==> src/rtl/iu_pkg.sv <==
// Shared definitions for the warp issue unit: default warp count,
// lifecycle FSM state encoding and a one-hot to index helper.
package iu_pkg;

    localparam int NUM_WARPS = 8;
    localparam int WARP_ID_W = $clog2(NUM_WARPS);
    // Widest warp vector the helper function accepts.
    localparam int MAX_WARPS = 16;

    typedef enum logic [1:0] {
        IDLE = 2'd0,
        RUN  = 2'd1,
        DONE = 2'd2
    } iu_state_e;

    // OR-reduction encoder: exact for one-hot inputs, 0 for an all-zero input.
    function automatic int onehot_to_idx(input logic [MAX_WARPS-1:0] oh);
        int idx;
        idx = 0;
        for (int i = 0; i < MAX_WARPS; i++) begin
            if (oh[i]) begin
                idx = idx | i;
            end
        end
        return idx;
    endfunction

endpackage

==> src/rtl/warp_issue_arbiter_if.sv <==
// Bundle of launch, IBuffer request/grant and OC handshake signals of the
// issue unit. master = IBuffers/launcher/OC side, slave = issue unit.
interface warp_issue_arbiter_if #(
    parameter int NUM_WARPS = iu_pkg::NUM_WARPS
);
    localparam int WARP_ID_W = $clog2(NUM_WARPS);

    logic                 Launch_Valid_IU;
    logic [NUM_WARPS-1:0] Launch_Mask_IU;
    logic [NUM_WARPS-1:0] Req_IB_IU;
    logic [NUM_WARPS-1:0] Exit_Req_IB_IU;
    logic                 OC_Full_OC_IU;
    logic [NUM_WARPS-1:0] Grt_IU_IB;
    logic [NUM_WARPS-1:0] Exit_Grt_IU_IB;
    logic                 Grt_Valid_IU_OC;
    logic [WARP_ID_W-1:0] Grt_WarpID_IU_OC;
    logic [NUM_WARPS-1:0] Active_Mask_IU;
    logic                 Busy_IU;
    logic                 Kernel_Done_IU;

    modport master (
        output Launch_Valid_IU, Launch_Mask_IU, Req_IB_IU, Exit_Req_IB_IU, OC_Full_OC_IU,
        input  Grt_IU_IB, Exit_Grt_IU_IB, Grt_Valid_IU_OC, Grt_WarpID_IU_OC,
        input  Active_Mask_IU, Busy_IU, Kernel_Done_IU
    );

    modport slave (
        input  Launch_Valid_IU, Launch_Mask_IU, Req_IB_IU, Exit_Req_IB_IU, OC_Full_OC_IU,
        output Grt_IU_IB, Exit_Grt_IU_IB, Grt_Valid_IU_OC, Grt_WarpID_IU_OC,
        output Active_Mask_IU, Busy_IU, Kernel_Done_IU
    );
endinterface

==> src/rtl/rr_arbiter.sv <==
// Rotating-priority one-hot arbiter: the search starts at ptr and wraps
// around; N must be a power of two so the index addition wraps naturally.
module rr_arbiter #(
    parameter int N = 8,
    localparam int IDX_W = $clog2(N)
) (
    input  logic [N-1:0]     req,
    input  logic [IDX_W-1:0] ptr,
    output logic [N-1:0]     gnt,
    output logic [IDX_W-1:0] gnt_idx,
    output logic             gnt_valid
);
    import iu_pkg::*;

    logic [IDX_W-1:0] cand;

    // Walk the requests from ptr upward and grant the first one found.
    always_comb begin
        gnt       = '0;
        gnt_valid = 1'b0;
        cand      = '0;
        for (int i = 0; i < N; i++) begin
            cand = ptr + IDX_W'(i);
            if (!gnt_valid && req[cand]) begin
                gnt_valid  = 1'b1;
                gnt[cand]  = 1'b1;
            end
        end
    end

    assign gnt_idx = IDX_W'(onehot_to_idx(16'(gnt)));

endmodule

==> src/rtl/warp_issue_arbiter.sv <==
// Warp issue unit: grants one warp per cycle to the operand collector,
// grants at most one warp exit per cycle and tracks the IDLE/RUN/DONE
// kernel lifecycle. Optional macro IU_GTO_EN selects greedy-then-oldest
// issue; without it the issue policy is plain round-robin.
module warp_issue_arbiter #(
    parameter int NUM_WARPS = iu_pkg::NUM_WARPS,
    localparam int WARP_ID_W = $clog2(NUM_WARPS)
) (
    input  logic                 clk,
    input  logic                 rst,
    warp_issue_arbiter_if.slave  bus
);
    import iu_pkg::*;

    iu_state_e            state_reg, state_next;
    logic [NUM_WARPS-1:0] active_reg, active_next;
    logic [WARP_ID_W-1:0] ptr_reg, ptr_next;

    logic                 run;
    logic [NUM_WARPS-1:0] exit_elig, exit_gnt;
    logic [NUM_WARPS-1:0] issue_elig, issue_gnt;
    logic [WARP_ID_W-1:0] issue_idx;
    logic                 issue_valid;
    logic [NUM_WARPS-1:0] rr_gnt;
    logic [WARP_ID_W-1:0] rr_idx;
    logic                 rr_valid;
    logic                 hold_ptr;

    // Grants only exist in RUN and are forced off while reset is asserted.
    assign run        = rst && (state_reg == RUN);
    assign exit_elig  = bus.Exit_Req_IB_IU & active_reg & {NUM_WARPS{run}};
    // Exit beats issue for a warp requesting both.
    assign issue_elig = bus.Req_IB_IU & active_reg & ~bus.Exit_Req_IB_IU
                        & {NUM_WARPS{run && !bus.OC_Full_OC_IU}};

    // Fixed priority exit: a warp wins when no lower-index warp is eligible.
    genvar gi;
    generate
        for (gi = 0; gi < NUM_WARPS; gi++) begin : g_exit_pri
            if (gi == 0) begin : g_first
                assign exit_gnt[gi] = exit_elig[gi];
            end else begin : g_rest
                assign exit_gnt[gi] = exit_elig[gi] & ~(|exit_elig[gi-1:0]);
            end
        end
    endgenerate

    rr_arbiter #(.N(NUM_WARPS)) u_issue_rr (
        .req       (issue_elig),
        .ptr       (ptr_reg),
        .gnt       (rr_gnt),
        .gnt_idx   (rr_idx),
        .gnt_valid (rr_valid)
    );

`ifdef IU_GTO_EN
    logic [WARP_ID_W-1:0] last_idx_reg, last_idx_next;
    logic                 last_valid_reg, last_valid_next;
    logic [NUM_WARPS-1:0] last_onehot;
    logic                 gto_hit;

    generate
        for (gi = 0; gi < NUM_WARPS; gi++) begin : g_last_oh
            assign last_onehot[gi] = (last_idx_reg == WARP_ID_W'(gi));
        end
    endgenerate

    // Stay greedy on the previously granted warp while it remains eligible.
    assign gto_hit     = last_valid_reg && |(issue_elig & last_onehot);
    assign issue_gnt   = gto_hit ? last_onehot : rr_gnt;
    assign issue_idx   = gto_hit ? last_idx_reg : rr_idx;
    assign issue_valid = gto_hit || rr_valid;
    assign hold_ptr    = gto_hit;

    // Remember the most recent issue grant; a new launch forgets it.
    always_comb begin
        last_idx_next   = last_idx_reg;
        last_valid_next = last_valid_reg;
        if (state_reg == IDLE && bus.Launch_Valid_IU) begin
            last_valid_next = 1'b0;
        end else if (issue_valid) begin
            last_idx_next   = issue_idx;
            last_valid_next = 1'b1;
        end
    end

    // Greedy-warp tracking registers.
    always_ff @(posedge clk) begin
        if (!rst) begin
            last_idx_reg   <= '0;
            last_valid_reg <= 1'b0;
        end else begin
            last_idx_reg   <= last_idx_next;
            last_valid_reg <= last_valid_next;
        end
    end
`else
    assign issue_gnt   = rr_gnt;
    assign issue_idx   = rr_idx;
    assign issue_valid = rr_valid;
    assign hold_ptr    = 1'b0;
`endif

    // Lifecycle next state, live-warp mask and round-robin pointer update.
    always_comb begin
        state_next  = state_reg;
        active_next = active_reg;
        ptr_next    = ptr_reg;
        if (issue_valid && !hold_ptr) begin
            ptr_next = issue_idx + WARP_ID_W'(1);
        end
        case (state_reg)
            IDLE: begin
                if (bus.Launch_Valid_IU && (|bus.Launch_Mask_IU)) begin
                    state_next  = RUN;
                    active_next = bus.Launch_Mask_IU;
                end
            end
            RUN: begin
                active_next = active_reg & ~exit_gnt;
                if ((|exit_gnt) && (active_next == '0)) begin
                    state_next = DONE;
                end
            end
            DONE: begin
                state_next = IDLE;
            end
            default: begin
                state_next = IDLE;
            end
        endcase
    end

    // State registers with synchronous active-low reset.
    always_ff @(posedge clk) begin
        if (!rst) begin
            state_reg  <= IDLE;
            active_reg <= '0;
            ptr_reg    <= '0;
        end else begin
            state_reg  <= state_next;
            active_reg <= active_next;
            ptr_reg    <= ptr_next;
        end
    end

    assign bus.Grt_IU_IB        = issue_gnt;
    assign bus.Exit_Grt_IU_IB   = exit_gnt;
    assign bus.Grt_Valid_IU_OC  = issue_valid;
    assign bus.Grt_WarpID_IU_OC = issue_valid ? issue_idx : '0;
    assign bus.Active_Mask_IU   = active_reg;
    assign bus.Busy_IU          = (state_reg == RUN);
    assign bus.Kernel_Done_IU   = (state_reg == DONE);

endmodule
==> src/flat_wrapper.sv <==
// flat-port wrapper written by rule: the top's interface ports become plain ports
module warp_issue_arbiter_flat import iu_pkg::*;
#(
    parameter int NUM_WARPS = iu_pkg::NUM_WARPS,
    localparam int WARP_ID_W = $clog2(NUM_WARPS)
)
  (clk, rst, bus_Launch_Valid_IU, bus_Launch_Mask_IU, bus_Req_IB_IU, bus_Exit_Req_IB_IU, bus_OC_Full_OC_IU, bus_Grt_IU_IB, bus_Exit_Grt_IU_IB, bus_Grt_Valid_IU_OC, bus_Grt_WarpID_IU_OC, bus_Active_Mask_IU, bus_Busy_IU, bus_Kernel_Done_IU);
  warp_issue_arbiter_if #(.NUM_WARPS(NUM_WARPS)) bus_i ();
  input  logic clk;
  input  logic rst;
  input wire logic [$bits(bus_i.Launch_Valid_IU)-1:0] bus_Launch_Valid_IU;
  input wire logic [$bits(bus_i.Launch_Mask_IU)-1:0] bus_Launch_Mask_IU;
  input wire logic [$bits(bus_i.Req_IB_IU)-1:0] bus_Req_IB_IU;
  input wire logic [$bits(bus_i.Exit_Req_IB_IU)-1:0] bus_Exit_Req_IB_IU;
  input wire logic [$bits(bus_i.OC_Full_OC_IU)-1:0] bus_OC_Full_OC_IU;
  output wire logic [$bits(bus_i.Grt_IU_IB)-1:0] bus_Grt_IU_IB;
  output wire logic [$bits(bus_i.Exit_Grt_IU_IB)-1:0] bus_Exit_Grt_IU_IB;
  output wire logic [$bits(bus_i.Grt_Valid_IU_OC)-1:0] bus_Grt_Valid_IU_OC;
  output wire logic [$bits(bus_i.Grt_WarpID_IU_OC)-1:0] bus_Grt_WarpID_IU_OC;
  output wire logic [$bits(bus_i.Active_Mask_IU)-1:0] bus_Active_Mask_IU;
  output wire logic [$bits(bus_i.Busy_IU)-1:0] bus_Busy_IU;
  output wire logic [$bits(bus_i.Kernel_Done_IU)-1:0] bus_Kernel_Done_IU;
  assign bus_i.Launch_Valid_IU = bus_Launch_Valid_IU;
  assign bus_i.Launch_Mask_IU = bus_Launch_Mask_IU;
  assign bus_i.Req_IB_IU = bus_Req_IB_IU;
  assign bus_i.Exit_Req_IB_IU = bus_Exit_Req_IB_IU;
  assign bus_i.OC_Full_OC_IU = bus_OC_Full_OC_IU;
  assign bus_Grt_IU_IB = bus_i.Grt_IU_IB;
  assign bus_Exit_Grt_IU_IB = bus_i.Exit_Grt_IU_IB;
  assign bus_Grt_Valid_IU_OC = bus_i.Grt_Valid_IU_OC;
  assign bus_Grt_WarpID_IU_OC = bus_i.Grt_WarpID_IU_OC;
  assign bus_Active_Mask_IU = bus_i.Active_Mask_IU;
  assign bus_Busy_IU = bus_i.Busy_IU;
  assign bus_Kernel_Done_IU = bus_i.Kernel_Done_IU;
  warp_issue_arbiter #(.NUM_WARPS(NUM_WARPS)) u_core (.clk(clk), .rst(rst), .bus(bus_i));
endmodule
==> config.mk <==
export PLATFORM = sky130hd
export DESIGN_NAME = warp_issue_arbiter_flat
export DESIGN_NICKNAME = d
export VERILOG_FILES = /design/src/rtl/iu_pkg.sv /design/src/rtl/warp_issue_arbiter_if.sv /design/src/rtl/rr_arbiter.sv /design/src/rtl/warp_issue_arbiter.sv /design/src/flat_wrapper.sv
export SDC_FILE = /design/constraint.sdc
export NUM_CORES = 1
export LEC_CHECK = 0
export CORE_UTILIZATION = 30
export DETAILED_ROUTE_END_ITERATION = 8
export MAX_ROUTING_LAYER = met4
export SLEW_MARGIN = 20
export SYNTH_ARGS = -nofsm -noshare
export SYNTH_HDL_FRONTEND = slang
export SYNTH_SLANG_ARGS = --single-unit
==> constraint.sdc <==
create_clock -name clk -period 6 [get_ports clk]
set_input_delay 0.9 -clock clk [delete_from_list [all_inputs] [get_ports clk]]
set_output_delay 0.9 -clock clk [all_outputs]
set_load 0.03 [all_outputs]
Yosys cells after proc, flatten, opt, wreduce, memory -nomap -nowiden
Index checks and enable logic that the tools add are counted.

Add/sub/neg operators: 8. $lt $le $gt $ge: 16. Equality and inequality tests: 4. Muxes and demuxes: 61. Bitwise logic cells: 29. Reductions and logical operators: 40.

Operator list (number): $mux W8 (9); $or A8 B8 Y8 (7); $and A8 B8 Y8 (6); $lt A3 B4 Y1 const B (8); $mux W1 (25); $bmux W1 S3 (8); $demux W1 S3 (8); $ge A3 B1 Y1 const B (8); $logic_and A1 B1 Y1 (19); $not A8 Y8 (2); $pmux W8 S2 (1); $reduce_or A8 Y1 (2); $mux W3 (5); $add A3 B3 Y3 const B (4); $logic_not A1 Y1 (8); $logic_not A8 Y1 (1); $mux W2 (4); $and A1 B1 Y1 (7); $not A1 Y1 (7); $reduce_or A7 Y1 (1); $add A3 B1 Y3 const B (2); $add A3 B2 Y3 const B (2); $reduce_or A6 Y1 (1); $reduce_or A5 Y1 (1); 10 further kinds (12).

Bits in registers: 13. Input port bits: 28. Output and inout port bits: 30. Word-level logic and storage cells: 161.

Depth between registers and ports, before layout
Depth after elaboration: 36. Mapped depth: 19. Mapped depth without buffers: 15.

Hierarchy
From an unflattened synthesis, not the netlist that was laid out.

Cells, all modules: 265. Area total of the unflattened synthesis: 2124.5 um^2.

Modules (own cells, without submodules): rr_arbiter (times used 1, cells each 141, area each 1181.1 um^2, sequential area each 0.0 um^2); warp_issue_arbiter (times used 1, cells each 124, area each 943.4 um^2, sequential area each 260.2 um^2).

Least setup slack after synthesis
Ideal clock, no wire load.

Path kind: input to output. From: input bus_OC_Full_OC_IU. To: output bus_Grt_WarpID_IU_OC[1]. Data arrival time: 3.531 ns. Required time: 5.100 ns. Path slack: 1.569 ns. Cell stages on the path: 9. Path buffers: 0. Cell sequence: nand4bb_1 > a21o_1 > mux4_2 > a21boi_4 > nand3_2 > nor2_1 > a211o_1 > o21a_1 > or4_1.

Word-level cells in the longest chain between the ends: 34. Elaborated cells between the ends (all ways): 63. Classes of those cells: mux: 39; bitwise: 8; reduce/logical: 16.

Ends and longest elaborated chain: from (decl) (line flat_wrapper.sv:15) `input wire logic [$bits(bus_i.OC_Full_OC_IU)-1:0] bus_OC_Full_OC_IU;`; $logic_not A1 Y1 * (line warp_issue_arbiter.sv:34) `& {NUM_WARPS{run && !bus.OC_Full_OC_IU}};`; $logic_and A1 B1 Y1 * (line warp_issue_arbiter.sv:34); $and A8 B8 Y8 * (line warp_issue_arbiter.sv:34); $bmux W1 S3 (line rr_arbiter.sv:24) `if (!gnt_valid && req[cand]) begin`; $mux W1 (implied by the code) (line rr_arbiter.sv:24); $mux W1 (line rr_arbiter.sv:24); $logic_not A1 Y1 (line rr_arbiter.sv:24); $logic_and A1 B1 Y1 (line rr_arbiter.sv:24); [15 not listed]; $mux W1 (line rr_arbiter.sv:24); $logic_not A1 Y1 (line rr_arbiter.sv:24); $logic_and A1 B1 Y1 (line rr_arbiter.sv:24); $mux W8 * (line rr_arbiter.sv:24); via bus_Grt_IU_IB[2] (line flat_wrapper.sv:16) `output wire logic [$bits(bus_i.Grt_IU_IB)-1:0] bus_Grt_IU_IB;`; $mux W2 * (2 in a row) (line iu_pkg.sv:21) `if (oh[i]) begin`; $mux W3 * (4 in a row) (line iu_pkg.sv:21); $mux W3 * (line warp_issue_arbiter.sv:150) `assign bus.Grt_WarpID_IU_OC = issue_valid ? issue_idx : '0;`; to (decl) (line flat_wrapper.sv:19) `output wire logic [$bits(bus_i.Grt_WarpID_IU_OC)-1:0] bus_Grt_WarpID_IU_OC;`.

The timed path passes the listed nets; every way through them passes the cells marked *. The select of a mux whose other input is x is not followed.

Worst setup path in the final report
From: input rst. To: output bus_Grt_WarpID_IU_OC[2].

Word-level cells in the longest chain between the ends: 32. Elaborated cells between the ends (all ways): 61. Classes of those cells: mux: 37; bitwise: 8; reduce/logical: 16.

Ends and longest elaborated chain: from (decl) (line flat_wrapper.sv:10) `input logic rst;`; $logic_and A1 B1 Y1 * (line warp_issue_arbiter.sv:30) `assign run = rst && (state_reg == RUN);`; $logic_and A1 B1 Y1 * (line warp_issue_arbiter.sv:34); $and A8 B8 Y8 * (line warp_issue_arbiter.sv:34); $bmux W1 S3 (line rr_arbiter.sv:24); $mux W1 (implied by the code) (line rr_arbiter.sv:24); $mux W1 (line rr_arbiter.sv:24); $logic_not A1 Y1 (line rr_arbiter.sv:24); $logic_and A1 B1 Y1 (line rr_arbiter.sv:24); [13 not listed]; $logic_not A1 Y1 (line rr_arbiter.sv:24); $logic_and A1 B1 Y1 (line rr_arbiter.sv:24); $mux W1 (line rr_arbiter.sv:24); $logic_not A1 Y1 (line rr_arbiter.sv:24); $logic_and A1 B1 Y1 (line rr_arbiter.sv:24); $mux W8 (line rr_arbiter.sv:24); $mux W3 (4 in a row) (line iu_pkg.sv:21); $mux W3 * (line warp_issue_arbiter.sv:150).

Every way passes the cells marked *; elsewhere a longest branch is shown, timed or not. The select of a mux whose other input is x is not followed.

==> out/results.tsv <==
stage	metric	value	unit
outcome	status	finished clean	
min_path	hp-start	u_core.bus.Active_Mask_IU[7]	
detailed_routing	first_pass_iters	5	
critical_path	cp.required	5.10	ns
finish	final_layout_size_suffix_gt1_share	9.87	%
finish	area_growth_syn_to_layout	28.0	%
critical_path	crit_path_start_kind	input port	
global_routing	track_usage	23.5	%
place	pre_cts_slack	0.331	ns
sta	hold_viol	0	
finish	final_area	0.00317	mm^2
place	place_inst	493	
global_routing	grt_max_degree	34	
die	die_height	92.9	um
cts	clock_latency	0.24	ns
logic_synthesis	synth_edf_count	0	
sta	fmax	175	MHz
cts	cts_hold_buf	0	
die	io_pins	58	
sta	final.setup.tns	0	ns
place	dpl.hpwl	7740	um
die	die_w	92.9	um
power_and_ir_drop	p_total	1300	uW
logic_synthesis	yosys_register_bits	13	
logic_synthesis	syn_area_per_cell	7.14	um^2
sta	rsz0062_at_grt	no	
finish	largest_reg_flops	8	
logic_synthesis	yosys_warnings	0	
sta	setup_slack	0.275	ns
detailed_routing	wl_per_cell	19.5	um
logic_synthesis	synthesis.nets	382	
detailed_routing	antenna_left	0	
cts	post_cts_buffers	0	
logic_synthesis	async_flop_share	0	%
cts	h-tree-depth	1	
cts	clk_path_buf_depth	2	
cts	cts.repair.resized	0	
global_routing	grt_pass1_vias	3035	
power_and_ir_drop	p_leak	0.00110	uW
cts	cts_buffers	3	
logic_synthesis	ys_types	80	
logic_synthesis	postSynthCellCount	347	
sta	slew-limit-headroom	25.3	%
detailed_routing	viasPerCell	6.38	
sta	maxSlewViolCount	0	
flow_run	drv_cap	0	
cts	cts-root-buf	clkbuf_8	
logic_synthesis	ys_seq_area_share	10.5	%
global_routing	grt_pass1_wl	15600	um
detailed_routing	first_iter_violations	248	
place	port_buffers	57	
logic_synthesis	synthTopCellsByArea	dfxtp_1, nand2_1, nor2_1	
power_and_ir_drop	powerDensity	409	mW/mm^2
detailed_routing	drcViolationCount	0	
global_routing	antenna_found_initial	0	
die	die_area	0.00863	mm^2
critical_path	end_kind	primary output	
sta	setup_viol	0	
cts	clock-sinks	13	
finish	fin_nets	431	
detailed_routing	wl	9710	um
logic_synthesis	ys.flop_type	dfxtp_1	
sta	clock_skew	0.00216	ns
finish	stdcell_count	497	
power_and_ir_drop	irDropWorstVdd	0.185	mV
critical_path	arrival	4.82	ns
place	post_dp_cell_area	0.00313	mm^2
critical_path	critPathKind	input port to primary output	
place	gp_congestion	0.953	
finish	num_antenna_cells	0	
sta	finalCritPeriodShare	95.4	%
critical_path	critPathMaxFanout	12	
sta	layout_min_cycle_time	5.72	ns
logic_synthesis	yosysTopAreaCellShare	10.5	%
logic_synthesis	yosysTopAreaCell	dfxtp_1	
die	core_area	0.00785	mm^2
cts	clk_pin_slew	0.05	ns
logic_synthesis	netlist_area	0.00248	mm^2
cts	cts_tree	done	
critical_path	worstSetupStartpoint	rst	
sta	worst_pin_slew	1.12	ns
detailed_routing	route.vias.total	3170	
die	initial_core_util	31.6	%
critical_path	r2r-start	u_core.ptr_reg[2]	
global_routing	grt_overflow	0	
min_path	hp-class	flop to flop	
die	rows	32	
## synthesized netlist by cell type, drive strengths merged (10+ instances only)
library cell and instances:
inv 15, o21ai 10, nand2 36, nand3b 10, buf 10, clkbuf 11
nand3 12, o211ai 15, nor3 20, nor2 31, a21oi 18, dfxtp 13
## cell type report
cell class	count	area [um^2]
inverters	15	56.3
multi-input cells	298	2050
clock buffers	4	45.0
flip-flops and latches	13	260
well taps	102	128
repair buffers	65	631
fillers	869	4680
## report_power, final
part	switching, uW	total [uW]	leakage, uW	internal [uW]
Combinational	703	1110	0.000967	403
Clock	31.2	78.1	0.0000228	46.9
Sequential	12.4	111	0.000107	98.8
## through the flow
stage / hold WS (ns) / util, %
after floorplan: 0.638 / -
after global placement: 0.550 / 39.8
after detailed placement: 0.579 / 39.8
after CTS: 0.591 / 40.4
after global routing: 0.637 / 40.4
final: 0.591 / 40.4
## placed cells by master (no fill, tap or decap), types with 3 or more instances in the layout
cell type / netlist / final
clkdlybuf4s50_1: 0 / 57
nand2_1: 35 / 35
nor2_1: 30 / 30
nor3_1: 20 / 20
a21oi_1: 18 / 18
inv_1: 14 / 14
o211ai_1: 14 / 14
dfxtp_1: 13 / 13
nand3_1: 11 / 11
nand3b_1: 10 / 10
nand4_1: 8 / 8
and3_1: 8 / 8
buf_4: 3 / 8
nand4b_1: 7 / 7
nor2b_1: 7 / 7
o31ai_1: 7 / 7
o21ai_0: 7 / 7
ha_1: 7 / 7
or2_2: 6 / 6
or4_1: 6 / 6
a22oi_1: 5 / 5
a32oi_1: 5 / 5
mux2i_1: 3 / 3
and4bb_2: 3 / 3
and4b_1: 3 / 3
o21ai_1: 3 / 3
o22ai_1: 3 / 3
o221ai_1: 3 / 3
o2111ai_1: 3 / 3
a2111oi_0: 3 / 3
a31oi_1: 3 / 3
o32a_1: 3 / 3
clkbuf_8: 0 / 3
## final timing paths
check,cells past startpoint,slack [ns],to
setup / recovery,10,0.28,bus_Grt_WarpID_IU_OC[2]
setup reg to reg,14,1.73,u_core.ptr_reg[2]
hold / removal,2,0.59,u_core.bus.Active_Mask_IU[7]
hold reg to reg,2,0.59,u_core.bus.Active_Mask_IU[7]
## critical path, cell delays in order
cell,delay [ns]
clkdlybuf4s50_1,0.58
and4bb_1,0.46
o21ai_1,0.26
o211ai_2,0.39
and2_2,0.27
nor3_1,0.07
o32ai_1,0.33
o221ai_1,0.40
or4_1,0.55
clkdlybuf4s50_1,0.60
## cell families (layout without fill, tap and decap cells)
group | after synthesis | after routing | share of synthesized area (%)
AO/OA/AOI/OAI | 107 | 107 | 34.3
adder cells (fa/ha/maj) | 7 | 7 | 3.53
multiplexers | 7 | 7 | 3.94
AND/OR/NAND/NOR | 173 | 173 | 39.6
XOR/XNOR | 4 | 4 | 1.41
flip-flops | 13 | 13 | 10.5
buffers and inverters | 36 | 84 | 6.71
## per-layer routing
layer  part of all wire, %  GRT usage [%]  vias up
li1                      -              -     1462
met1                    43           29.2     1514
met2                    48           39.7      162
met3                   6.1           1.72       32
met4                   3.2           8.72        0
met5                     0              -        -
Note: power is estimated with default switching activity, not from simulation.
==> RTL change, RTL diff (config.mk and constraints unchanged) <==
Change the package constant `NUM_WARPS` from 8 to 16.
--- a/src/rtl/iu_pkg.sv
+++ b/src/rtl/iu_pkg.sv
@@ -2,7 +2,7 @@
 // lifecycle FSM state encoding and a one-hot to index helper.
 package iu_pkg;
 
-    localparam int NUM_WARPS = 8;
+    localparam int NUM_WARPS = 16;
     localparam int WARP_ID_W = $clog2(NUM_WARPS);
     // Widest warp vector the helper function accepts.
     localparam int MAX_WARPS = 16;
Ports: changed (7 resized); port bits go from 58 to 107. No check against the original RTL was run, so the function may have changed too.
==> RTL change against the unedited design <==
- total power grew to 4.3 times the old value
- routed wire length grew to 4.5 times the old value
- final area rose to 3.2 times the old value
- sequential power grew 95%
- via count rose to 3.2 times the old value
- worst setup slack worse by 0.26 ns
- sequential cell count increased by 9
- critical path type unchanged
- synthesized area rose to 2.9 times the old value
- hold slack gained 0.016 ns
==> RTL change: results (changes against the unedited design) <==
stage	metric	value	unit	change
pwr	power_leakage	3.983	nW	+260%
layout	n_all_buffers	318		+390%
min_path	hold_start	u_core.bus.Active_Mask_IU[14]$_SDFFE_PN0P_		
place	place_hpwl	36260	µm	+370%
layout	largest_reg_flops	16		+8
route	first_iter_violations	1026		+310%
layout	num-nonclk-inverters	29		+14
min_path	hold_end	u_core.bus.Active_Mask_IU[14]$_SDFFE_PN0P_		
global_route	grt_pass1_wl	63970	µm	+310%
timing	final.setup_skew	0.006876	ns	+0.004721 ns
place	port_buffers	106		+86%
global_route	grt_pass1_vias	9654		+220%
place	dp_cells	1541		+210%
logic_synthesis	syn-num-nets	1056		+180%
setup_path	rr_worst_depth	21		+7
route	via_per_inst	6.552		+2.7%
logic_synthesis	synth.distinct_cells	104		+30%
clock_network	path_clk_slew	0.07	ns	+0.02 ns
outcome	status	finished clean		
layout	multi_input_cells	860		+190%
layout	fin_cells	1552		+210%
layout	multi_input_area_share	62.83	%	-1.9 points
clock_network	clock_latency	0.27	ns	+0.03 ns
layout	design.seq.count	22		+9
pwr	ir_drop	0.3958	mV	+110%
setup_path	slowest_delay	0.55	ns	-0.05 ns
layout	fillers	2489		+190%
place	gp_congestion	1.019		+7.0%
route	wl_per_cell	28.32	µm	+45%
logic_synthesis	ys_seq_area_share	6.168	%	-4.3 points
setup_path	critPathMaxFanout	5		-7
layout	num-nets-final	1302		+200%
layout	clock_area_share	1.028	%	-0.39 points
## RTL change: cell count changes after synthesis, moves of 32 or more
cell      before  now
o21ai_0        7   44
nor2_1        30   83
nand3_1       11   44
nand2_1       35  112
clkbuf_1      11   43
mux2i_1        3   36
## RTL change: what timing repair did
action                                 in CTS  in global routing
setup endpoints to repair                   6                 10
gates cloned                                0                  0
buffers inserted                            1                  6
gates resized for setup                    13                 43
pin swaps                                   2                  8
endpoints found under the hold margin       0                  0
## RTL change: per-stage QoR
stage | utilization [%] | setup slack [ns] | TNS [ns] | hold WS, ns
global placement | 42.02 | -0.2357 | -0.9823 | 0.5788
detailed placement | 42.02 | -0.1749 | -0.7520 | 0.5851
finish | 43.68 | 0.01618 | 0 | 0.6069
floorplan | - | 0.4567 | 0 | 0.6722
CTS | 42.74 | 0.003629 | 0 | 0.6015
global route | 43.68 | -0.007325 | -0.007325 | 0.6412
## RTL change: logic make-up after synthesis
family	after synthesis	synth area share, %
AO/OA/AOI/OAI	289	30.02
XOR/XNOR	16	2.909
adder cells (fa/ha/maj)	16	2.804
buffers and inverters	106	6.991
flip-flops	22	6.168
multiplexers	71	14.40
AND/OR/NAND/NOR	468	36.71
## RTL change: where the power goes
part / leakage [nW] / switching [mW] / internal [mW]
clock network: 0.0511 / 0.0679 / 0.133
logic: 3.75 / 3.16 / 1.98
registers: 0.182 / 0.0450 / 0.172
## RTL change: tightest hold or removal path, cell delays in order (launching register included)
cell	delay [ns]
dfxtp_1	0.39
o21ai_0	0.11
a21oi_1	0.06
## RTL change: metal layers
layer	global-route usage (%)	vias up	wire [µm]	part of all wire [%]
met5	-	-	0	0
met4	26.61	0	3701	8.4
li1	-	4447	-	-
met1	40.71	4896	16440	37
met3	4.431	176	3123	7.1
met2	61.18	650	20680	47
